$ cat config.mk
export PLATFORM = sky130hd
export DESIGN_NAME = sensor_scheduler
export DESIGN_NICKNAME = d
export VERILOG_FILES = /design/src/rtl/sensor_scheduler.sv
export SDC_FILE = /design/constraint.sdc
export NUM_CORES = 1
export LEC_CHECK = 0
export CORE_ASPECT_RATIO = 1.1
export CORE_MARGIN = 2
export CORE_UTILIZATION = 50
export DETAILED_ROUTE_END_ITERATION = 12
export GPL_ROUTABILITY_DRIVEN = 0
export GPL_TIMING_DRIVEN = 0
export PLACE_DENSITY = 0.74
export SYNTH_ARGS = -nofsm -noshare
export SYNTH_HDL_FRONTEND = slang
export SYNTH_SLANG_ARGS = --single-unit
$ cat constraint.sdc
create_clock -name clock -period 8.6 [get_ports clock]
set_input_delay 1.72 -clock clock [delete_from_list [all_inputs] [get_ports clock]]
set_output_delay 1.72 -clock clock [all_outputs]
set_load 0.02 [all_outputs]
$ cat src/rtl/sensor_scheduler.sv
// sensor_scheduler: shares DHT11-class sensor front-ends between one command
// requester and NUM_SENSORS sensors. It pulses a one-hot enable for each bus
// read, bounds every read with a timeout, and enforces a per-sensor hold-off.
// Requests that arrive during a hold-off are answered from a per-sensor cache
// of the last good frame.
//
// state | meaning
// ------+---------------------------------------------------------------
// IDLE  | ready for a request; req_ready high
// CHECK | address check, then hold-off/cache decision (may stall here)
// START | enable raised, timeout counter cleared
// WAIT  | enable held; waiting for done/error or timeout
// RESP  | response held on rsp_* until rsp_ready
module sensor_scheduler #(
  parameter int NUM_SENSORS  = 4,
  parameter int MIN_INTERVAL = 100_000_000,
  parameter int TIMEOUT      = 2_500_000
) (
  input  logic                      clock,
  input  logic                      reset_n,
  input  logic                      req_valid,
  output logic                      req_ready,
  input  logic [7:0]                req_address,
  output logic                      rsp_valid,
  input  logic                      rsp_ready,
  output logic [39:0]               rsp_data,
  output logic [1:0]                rsp_status,
  output logic                      rsp_cached,
  output logic [7:0]                rsp_address,
  output logic [NUM_SENSORS-1:0]    sensor_enable,
  input  logic [40*NUM_SENSORS-1:0] sensor_data,
  input  logic [NUM_SENSORS-1:0]    sensor_done,
  input  logic [NUM_SENSORS-1:0]    sensor_error
);

  localparam int IW = (NUM_SENSORS > 1) ? $clog2(NUM_SENSORS) : 1;
  localparam int TW = $clog2(TIMEOUT + 1);

  typedef enum logic [2:0] {IDLE, CHECK, START, WAIT, RESP} state_t;

  state_t                 state_q;
  logic [7:0]             addr_q;
  logic [TW-1:0]          tmo_q;
  logic [NUM_SENSORS-1:0] enable_q;
  logic [NUM_SENSORS-1:0] cache_valid_q;
  logic [39:0]            cache_q   [NUM_SENSORS];
  logic [26:0]            holdoff_q [NUM_SENSORS];
  logic                   rsp_valid_q;
  logic [39:0]            rsp_data_q;
  logic [1:0]             rsp_status_q;
  logic                   rsp_cached_q;
  logic [7:0]             rsp_address_q;

  logic [39:0]            frame_w [NUM_SENSORS];
  logic [IW-1:0]          idx;
  logic                   addr_bad;
  logic [39:0]            frame_sel;
  logic [7:0]             csum_calc;
  logic                   csum_ok;
  logic                   ev_err;
  logic                   ev_done;
  logic                   ev_tmo;
  logic                   wait_exit;
  logic                   holdoff_zero;

  for (genvar g = 0; g < NUM_SENSORS; g++) begin : g_frame
    assign frame_w[g] = sensor_data[40*g +: 40];
  end

  // The index is only used once the address has been checked against NUM_SENSORS.
  assign idx          = addr_q[IW-1:0];
  assign addr_bad     = (addr_q >= 8'(NUM_SENSORS));
  assign frame_sel    = frame_w[idx];
  assign csum_calc    = frame_sel[39:32] + frame_sel[31:24] + frame_sel[23:16] + frame_sel[15:8];
  assign csum_ok      = (csum_calc == frame_sel[7:0]);
  assign ev_err       = sensor_error[idx];
  assign ev_done      = sensor_done[idx];
  assign ev_tmo       = (tmo_q == TW'(TIMEOUT - 1));
  assign wait_exit    = (state_q == WAIT) && (ev_err || ev_done || ev_tmo);
  assign holdoff_zero = (holdoff_q[idx] == '0);

  assign req_ready     = (state_q == IDLE);
  assign rsp_valid     = rsp_valid_q;
  assign rsp_data      = rsp_data_q;
  assign rsp_status    = rsp_status_q;
  assign rsp_cached    = rsp_cached_q;
  assign rsp_address   = rsp_address_q;
  assign sensor_enable = enable_q;

  // Per-sensor hold-off: reload when a read on that sensor ends, else count down to 0.
  always_ff @(posedge clock or negedge reset_n) begin
    if (!reset_n) begin
      for (int i = 0; i < NUM_SENSORS; i++) holdoff_q[i] <= '0;
    end else begin
      for (int i = 0; i < NUM_SENSORS; i++) begin
        if (wait_exit && (idx == IW'(i))) holdoff_q[i] <= 27'(MIN_INTERVAL);
        else if (holdoff_q[i] != '0)      holdoff_q[i] <= holdoff_q[i] - 27'd1;
      end
    end
  end

  // Request FSM with registered enables, response fields and frame cache.
  always_ff @(posedge clock or negedge reset_n) begin
    if (!reset_n) begin
      state_q       <= IDLE;
      addr_q        <= '0;
      tmo_q         <= '0;
      enable_q      <= '0;
      cache_valid_q <= '0;
      for (int i = 0; i < NUM_SENSORS; i++) cache_q[i] <= '0;
      rsp_valid_q   <= 1'b0;
      rsp_data_q    <= '0;
      rsp_status_q  <= 2'b00;
      rsp_cached_q  <= 1'b0;
      rsp_address_q <= '0;
    end else begin
      case (state_q)
        IDLE: begin
          if (req_valid) begin
            addr_q  <= req_address;
            state_q <= CHECK;
          end
        end
        CHECK: begin
          if (addr_bad) begin
            rsp_valid_q   <= 1'b1;
            rsp_data_q    <= '0;
            rsp_status_q  <= 2'b11;
            rsp_cached_q  <= 1'b0;
            rsp_address_q <= addr_q;
            state_q       <= RESP;
          end else if (holdoff_zero) begin
            enable_q      <= '0;
            enable_q[idx] <= 1'b1;
            tmo_q         <= '0;
            state_q       <= START;
          end else if (cache_valid_q[idx]) begin
            rsp_valid_q   <= 1'b1;
            rsp_data_q    <= cache_q[idx];
            rsp_status_q  <= 2'b00;
            rsp_cached_q  <= 1'b1;
            rsp_address_q <= addr_q;
            state_q       <= RESP;
          end
        end
        START: begin
          tmo_q   <= '0;
          state_q <= WAIT;
        end
        WAIT: begin
          if (wait_exit) begin
            enable_q      <= '0;
            rsp_valid_q   <= 1'b1;
            rsp_cached_q  <= 1'b0;
            rsp_address_q <= addr_q;
            state_q       <= RESP;
            if (ev_err) begin
              rsp_data_q         <= '0;
              rsp_status_q       <= 2'b01;
              cache_valid_q[idx] <= 1'b0;
            end else if (ev_done) begin
              rsp_data_q <= frame_sel;
              if (csum_ok) begin
                rsp_status_q       <= 2'b00;
                cache_q[idx]       <= frame_sel;
                cache_valid_q[idx] <= 1'b1;
              end else begin
                rsp_status_q       <= 2'b01;
                cache_valid_q[idx] <= 1'b0;
              end
            end else begin
              rsp_data_q         <= '0;
              rsp_status_q       <= 2'b10;
              cache_valid_q[idx] <= 1'b0;
            end
          end else begin
            tmo_q <= tmo_q + 1'b1;
          end
        end
        RESP: begin
          if (rsp_ready) begin
            rsp_valid_q <= 1'b0;
            state_q     <= IDLE;
          end
        end
        default: begin
          state_q     <= IDLE;
          enable_q    <= '0;
          rsp_valid_q <= 1'b0;
        end
      endcase
    end
  end

endmodule

**Yosys cells after proc, flatten, opt, wreduce, memory -nomap -nowiden**

Index checks and enable logic that the tools add are counted.

- Register bits: 361
- Input port bits: 180
- Output and inout bits: 57
- Logic and storage cells: 163

- Order comparisons: 5
- Add/sub/neg operators: 8
- Bitwise logic cells: 7
- Multiplexer cells: 75
- Equal/unequal tests: 18
- Reductions and logical operators: 32

Operator list:

| cell | count |
|---|---|
| 40-bit 2-to-1 mux | 11 |
| 27-bit 2-to-1 mux | 10 |
| 40-bit binary-select mux with 2-bit select | 2 |
| 160-bit bitwise mux | 1 |
| 27-bit nonzero test | 4 |
| 27-bit by 1-bit subtractor with 27-bit output (second input constant) | 4 |
| 40-bit demux with 2-bit select | 1 |
| 40-bit case mux with 2 select lines | 1 |
| 22-bit 2-to-1 mux | 3 |
| 22-bit case mux with 3 select lines | 1 |
| 27-bit binary-select mux with 2-bit select | 1 |
| 8-bit 2-to-1 mux | 4 |
| 27-bit logical NOT | 1 |
| 8-bit adder | 3 |
| 4-bit 2-to-1 mux | 6 |
| 22-bit by 1-bit adder with 22-bit output (second input constant) | 1 |
| 22-bit == test (second input constant) | 1 |
| 3-bit 2-to-1 mux | 6 |
| 8-bit case mux with 2 select lines | 1 |
| 4-bit AND reduction | 4 |
| 3-bit case mux with 5 select lines | 1 |
| 1-bit 2-to-1 mux | 12 |
| 2-bit 2-to-1 mux | 6 |
| 2-bit inequality test (second input constant) | 6 |
| other kinds (34) | 54 |

**Depth between registers and ports, before layout**

- Depth in word-level cells: 13
- Depth in mapped cells: 20
- Depth with buffers taken out: 14

**Worst setup path before layout**

Ideal clock, no wire load.

- Kind: reg-to-reg
- Start: reg addr_q[0]
- End: reg cache_q[145] (netlist bit)
- Data required time: 8475 ps
- Stages on the path, launching flop included: 21
- Setup slack: 2292 ps
- Period minus slack after synthesis: 6308 ps
- Data arrival time: 6182 ps
- Path buffers: 6
- Setup time: 125 ps
- Cell sequence: dfrtp_1 > buf_6 > buf_6 > clkbuf_1 > buf_1 > buf_1 > mux4_2 > inv_1 > fa_1 > inv_1 > fa_1 > ha_1 > fa_1 > a21o_1 > a21oi_1 > xnor3_1 > or3_4 > nor3_4 > nand3_4 > buf_6 > mux2_4

- Longest elaborated chain between the ends: 9
- Elaborated cells between the ends (all ways): 23
- Classes of those cells: add/sub (3); order compare (2); eq/ne (1); mux (10); bitwise (2); reduce/logical (5)

Ends and longest elaborated chain:

| element | RTL line | source |
|---|---|---|
| start: declaration | 42 | `logic [7:0] addr_q;` |
| start signal: assignment | 120 | `addr_q <= req_address;` |
| 2-bit NOT with 3-bit output (not written as such) | 73, 165 |  |
| 40-bit binary-select mux with 2-bit select | 73 | `assign frame_sel = frame_w[idx];` |
| 40-bit 2-to-1 mux (not written as such) (2 in a row) | 73 |  |
| 8-bit adder (3 in a row) | 74 | `assign csum_calc = frame_sel[39:32] + frame_sel[31:24] + frame_sel[23:16] + frame_sel[15:8];` |
| 8-bit == test | 75 | `assign csum_ok = (csum_calc == frame_sel[7:0]);` |
| 5-bit AND reduction (no line) | n/a |  |
| end signal: indexed assignment | 165 | `cache_q[idx] <= frame_sel;` |
| end: declaration | 46 | `logic [39:0] cache_q [NUM_SENSORS];` |

Several ways; a longest one is shown, not always the timed one. The select of a mux whose other input is x is not followed.
A chain may end at the register's enable or synchronous reset.

**Worst setup path after layout**

- Start: reg addr_q[0]
- End: reg cache_q[21] (netlist bit)

The elaborated chain is that of the path after synthesis.

==> run metrics <==
leading cell type in the layout, fill and taps excluded=dfrtp_1; HP Start=rsp_status[1]; Hold WC Path Type=register to register; CTS clk-pin slew, worst paths=roughly 0.060 ns; Ys Warns=0; initial antenna violation count=5; worst reg2reg startpoint=addr_q[0]; Setup crit start kind=register; count of different cell masters after synthesis=67; final worst-path cycle share=between 90% and 100%; syn_area_per_cell=between 10 and 15 sq um; Post-CTS Setup Inserts=0; Syn Nets=about 1,700; Total Wirelength=~53 mm; CP max-delay cell=buf_1; via count=between 10,000 and 15,000; Fmax=about 120 MHz; Initial Util=between 50% and 60%; Seq/Total Area, Yosys=a little under 50%; register bit total from synthesis=361; I/O Buffers=around 240; EDFF count, synth=0; Post-DP Area=21,900 sq um; maximum VDD drop=about 420 uV; pre-CTS WS=between 0.4 and 0.5 ns; slowest stage delay, CP=0.90 ns; Max Root-Sink Buffers=3; most frequent cells in the layout=dfrtp_1 (361), clkdlybuf4s50_1 (235), mux2_2 (126); DP HPWL=a little under 40 mm; Vias/cell=6.02; max-cap violation count=0; Chip Width=approximately 190 um; Crit. End Element=register; Final Max Tran Viols=0; outcome=completed; asr flop ratio synth=between 90% and 100%; FILL cells=approximately 2,900; fin crit period=approximately 8 ns; Comb power frac=45.8%; DRC Markers=0; fraction of layout cells with a size suffix above 1=19.5%; Die Y=207 um; later-pin clock latency in the skew report=0.54 ns; DR WL/cell=~23 um; first-pass GRT wire length=around 82 mm; starting DRC count in detailed routing=around 900; Final Instance Area=between 20,000 and 25,000 sq um; Worst slew margin=approximately 23%; Ports=about 240; CP cell instances=buf_6 -> buf_6 -> clkbuf_1 -> buf_1 -> buf_1 -> mux4_2 -> inv_1 -> fa_1 -> inv_1 -> fa_1 -> ha_1 -> fa_1 -> a21o_1 -> a21oi_1 -> xnor3_1 -> or3_4 -> nor3_4 -> nand3_4 -> buf_6 -> mux2_4; PD cells=around 310 nW/um^2; skew final=0.0167 ns; crit-path max FO=10; vias in the first global route=14,400; Mapped Cells=around 1,500; Hold Buf Count CTS=0; Worst-Margin Slew=about 1.2 ns; internal power=4.39 mW; net load switching power=around 2.8 mW; aggregate global routing overflow=0; Final Non-Filler Cells=2,329; CP Class=register to register; CP Launch Point=addr_q[0]; # placed instances=roughly 2,300; number of buffers created by CTS=39; Tot GR Track Use=~27%; H-tree depth=2; CTS tree=yes; Clk pwr share=between 20% and 30%; WP data arrival=8.55 ns; post_cts resized=0; root buf cell=clkbuf_16; row cnt=74; fin nets=about 2,000; first-pass iteration count of the detailed router=5; P&R area growth vs syn=23.4%; Syn Std Cell Area=approximately 19,000 sq um; Critical Path RT=between 9 and 10 ns; leak pwr=approximately 10 nW; Main synth FF type=dfrtp_1; Die ar.=39,100 sq um; Switching Fraction=38.7%; largest net degree at the start of global routing=roughly 120; Core Area=between 30,000 and 40,000 sq um; Setup Viol. Count Final=0; final worst slack=0.472 ns; Sink Count=approximately 360; Hold Vio Cnt, Final=0; Flop pwr share=29.8%; post-route ant nets=0; unrepaired setup endpoints after global routing=no
## cell usage after synthesis (5+ instances only)
master	n	area, sq um
o31ai_1	22	165
or3_1	23	144
nor2b_1	32	200
a31oi_1	11	68.8
a221o_1	25	250
nor3_1	43	215
o21ai_0	63	315
mux4_2	70	1580
and3_1	10	62.6
or2_2	10	62.6
xnor2_1	55	482
a21oi_1	23	115
xor2_1	26	228
nand2_1	100	375
a211oi_1	5	37.5
buf_1	7	26.3
nand3b_1	6	45.0
buf_2	5	25.0
nand4_1	14	87.6
nand2b_1	5	31.3
ha_1	12	150
nand3_1	35	175
clkbuf_1	51	191
mux2_2	126	1420
mux2_4	49	736
fa_1	14	280
nor4_1	31	194
inv_1	58	218
a22oi_1	18	135
or4_1	22	165
dfrtp_1	361	9030
nor2_1	97	364
mux4_1	13	342
buf_6	18	203
## through the flow
step | utilization (%) | TNS (ns) | power [mW] | hold WS (ns)
after floorplan | - | 0 | 4.39 | 0.443
after global placement | 58.6 | -3517.06 | 5.32 | 0.458
after detailed placement | 58.9 | 0 | 5.41 | 0.471
after CTS | 62.4 | 0 | 7.18 | 0.484
after global routing | 62.4 | 0 | 7.54 | 0.512
final | 62.4 | 0 | 7.15 | 0.488
## final cells by class
type                            count  area [sq um]  share of cell area (%)
Multi-Input combinational cell   1025          9090                    39.2
Sequential cell                   361          9030                    39.0
Timing Repair Buffer              239          2450                    10.6
Clock buffer                       61          1200                    5.18
Tap cell                          494           618                    2.67
Buffer                             81           445                    1.92
Inverter                           58           218                   0.939
Clock inverter                      9           128                   0.550
Antenna cell                        1          2.50                  0.0108
## final timing paths
path                                        to  slack (ns)  depth (start not counted)
worst max-delay path               cache_q[21]        0.47                         20
min in group asynchronous         rsp_data[38]        1.17                          1
max in group asynchronous       rsp_address[5]        6.17                          3
worst min-delay path             rsp_status[1]        0.49                          2
worst min register to register   rsp_status[1]        0.49                          2
worst max register to register     cache_q[21]        0.47                         20
## critical path: cells and delay by family, from the launching register on
kind,cells,cell delay (ns)
adder cells (fa/ha/maj),4,1.55
buffers and inverters,8,3.12
flip-flops,1,0.34
AND/OR/NAND/NOR,3,1.21
multiplexers,2,0.99
XOR/XNOR,1,0.34
AO/OA/AOI/OAI,2,0.39
## logic make-up after synthesis
| family | share of synthesized area [%] |
|---|---|
| and+or+nand+nor | 12.8 |
| muxes | 21.7 |
| DFF | 48.1 |
| xor gates and xnor gates | 4.14 |
| AOI/OAI and AO/OA | 7.44 |
| buffers and inverters | 3.53 |
| adders and majority gates | 2.29 |
## power by group through the flow
stage                     Combinational, mW  Clock [mW]  Sequential (mW)
after floorplan                        2.23           0             2.16
after global placement                 3.17           0             2.15
after detailed placement               3.25           0             2.16
after CTS                              3.28        1.77             2.13
after global routing                   3.53        1.84             2.16
final                                  3.27        1.74             2.13
## metal layers
metal / track usage (%) / part of all wire [%]
met1: 34.9 / 41
met2: 45.8 / 49
met3: 5.02 / 6.5
met4: 10.2 / 3.6
met5: 0 / 0.086
## state kept, by name, indices dropped and copies added, names as in the netlist, 3 cells and up, named ones only
signal / count
addr_q: 8
sensor_enable: 4
state_q: 3
cache_q: 160
rsp_address: 8
holdoff_q: 108
rsp_data: 40
tmo_q: 22
Note: power is estimated with default switching activity, not from simulation.
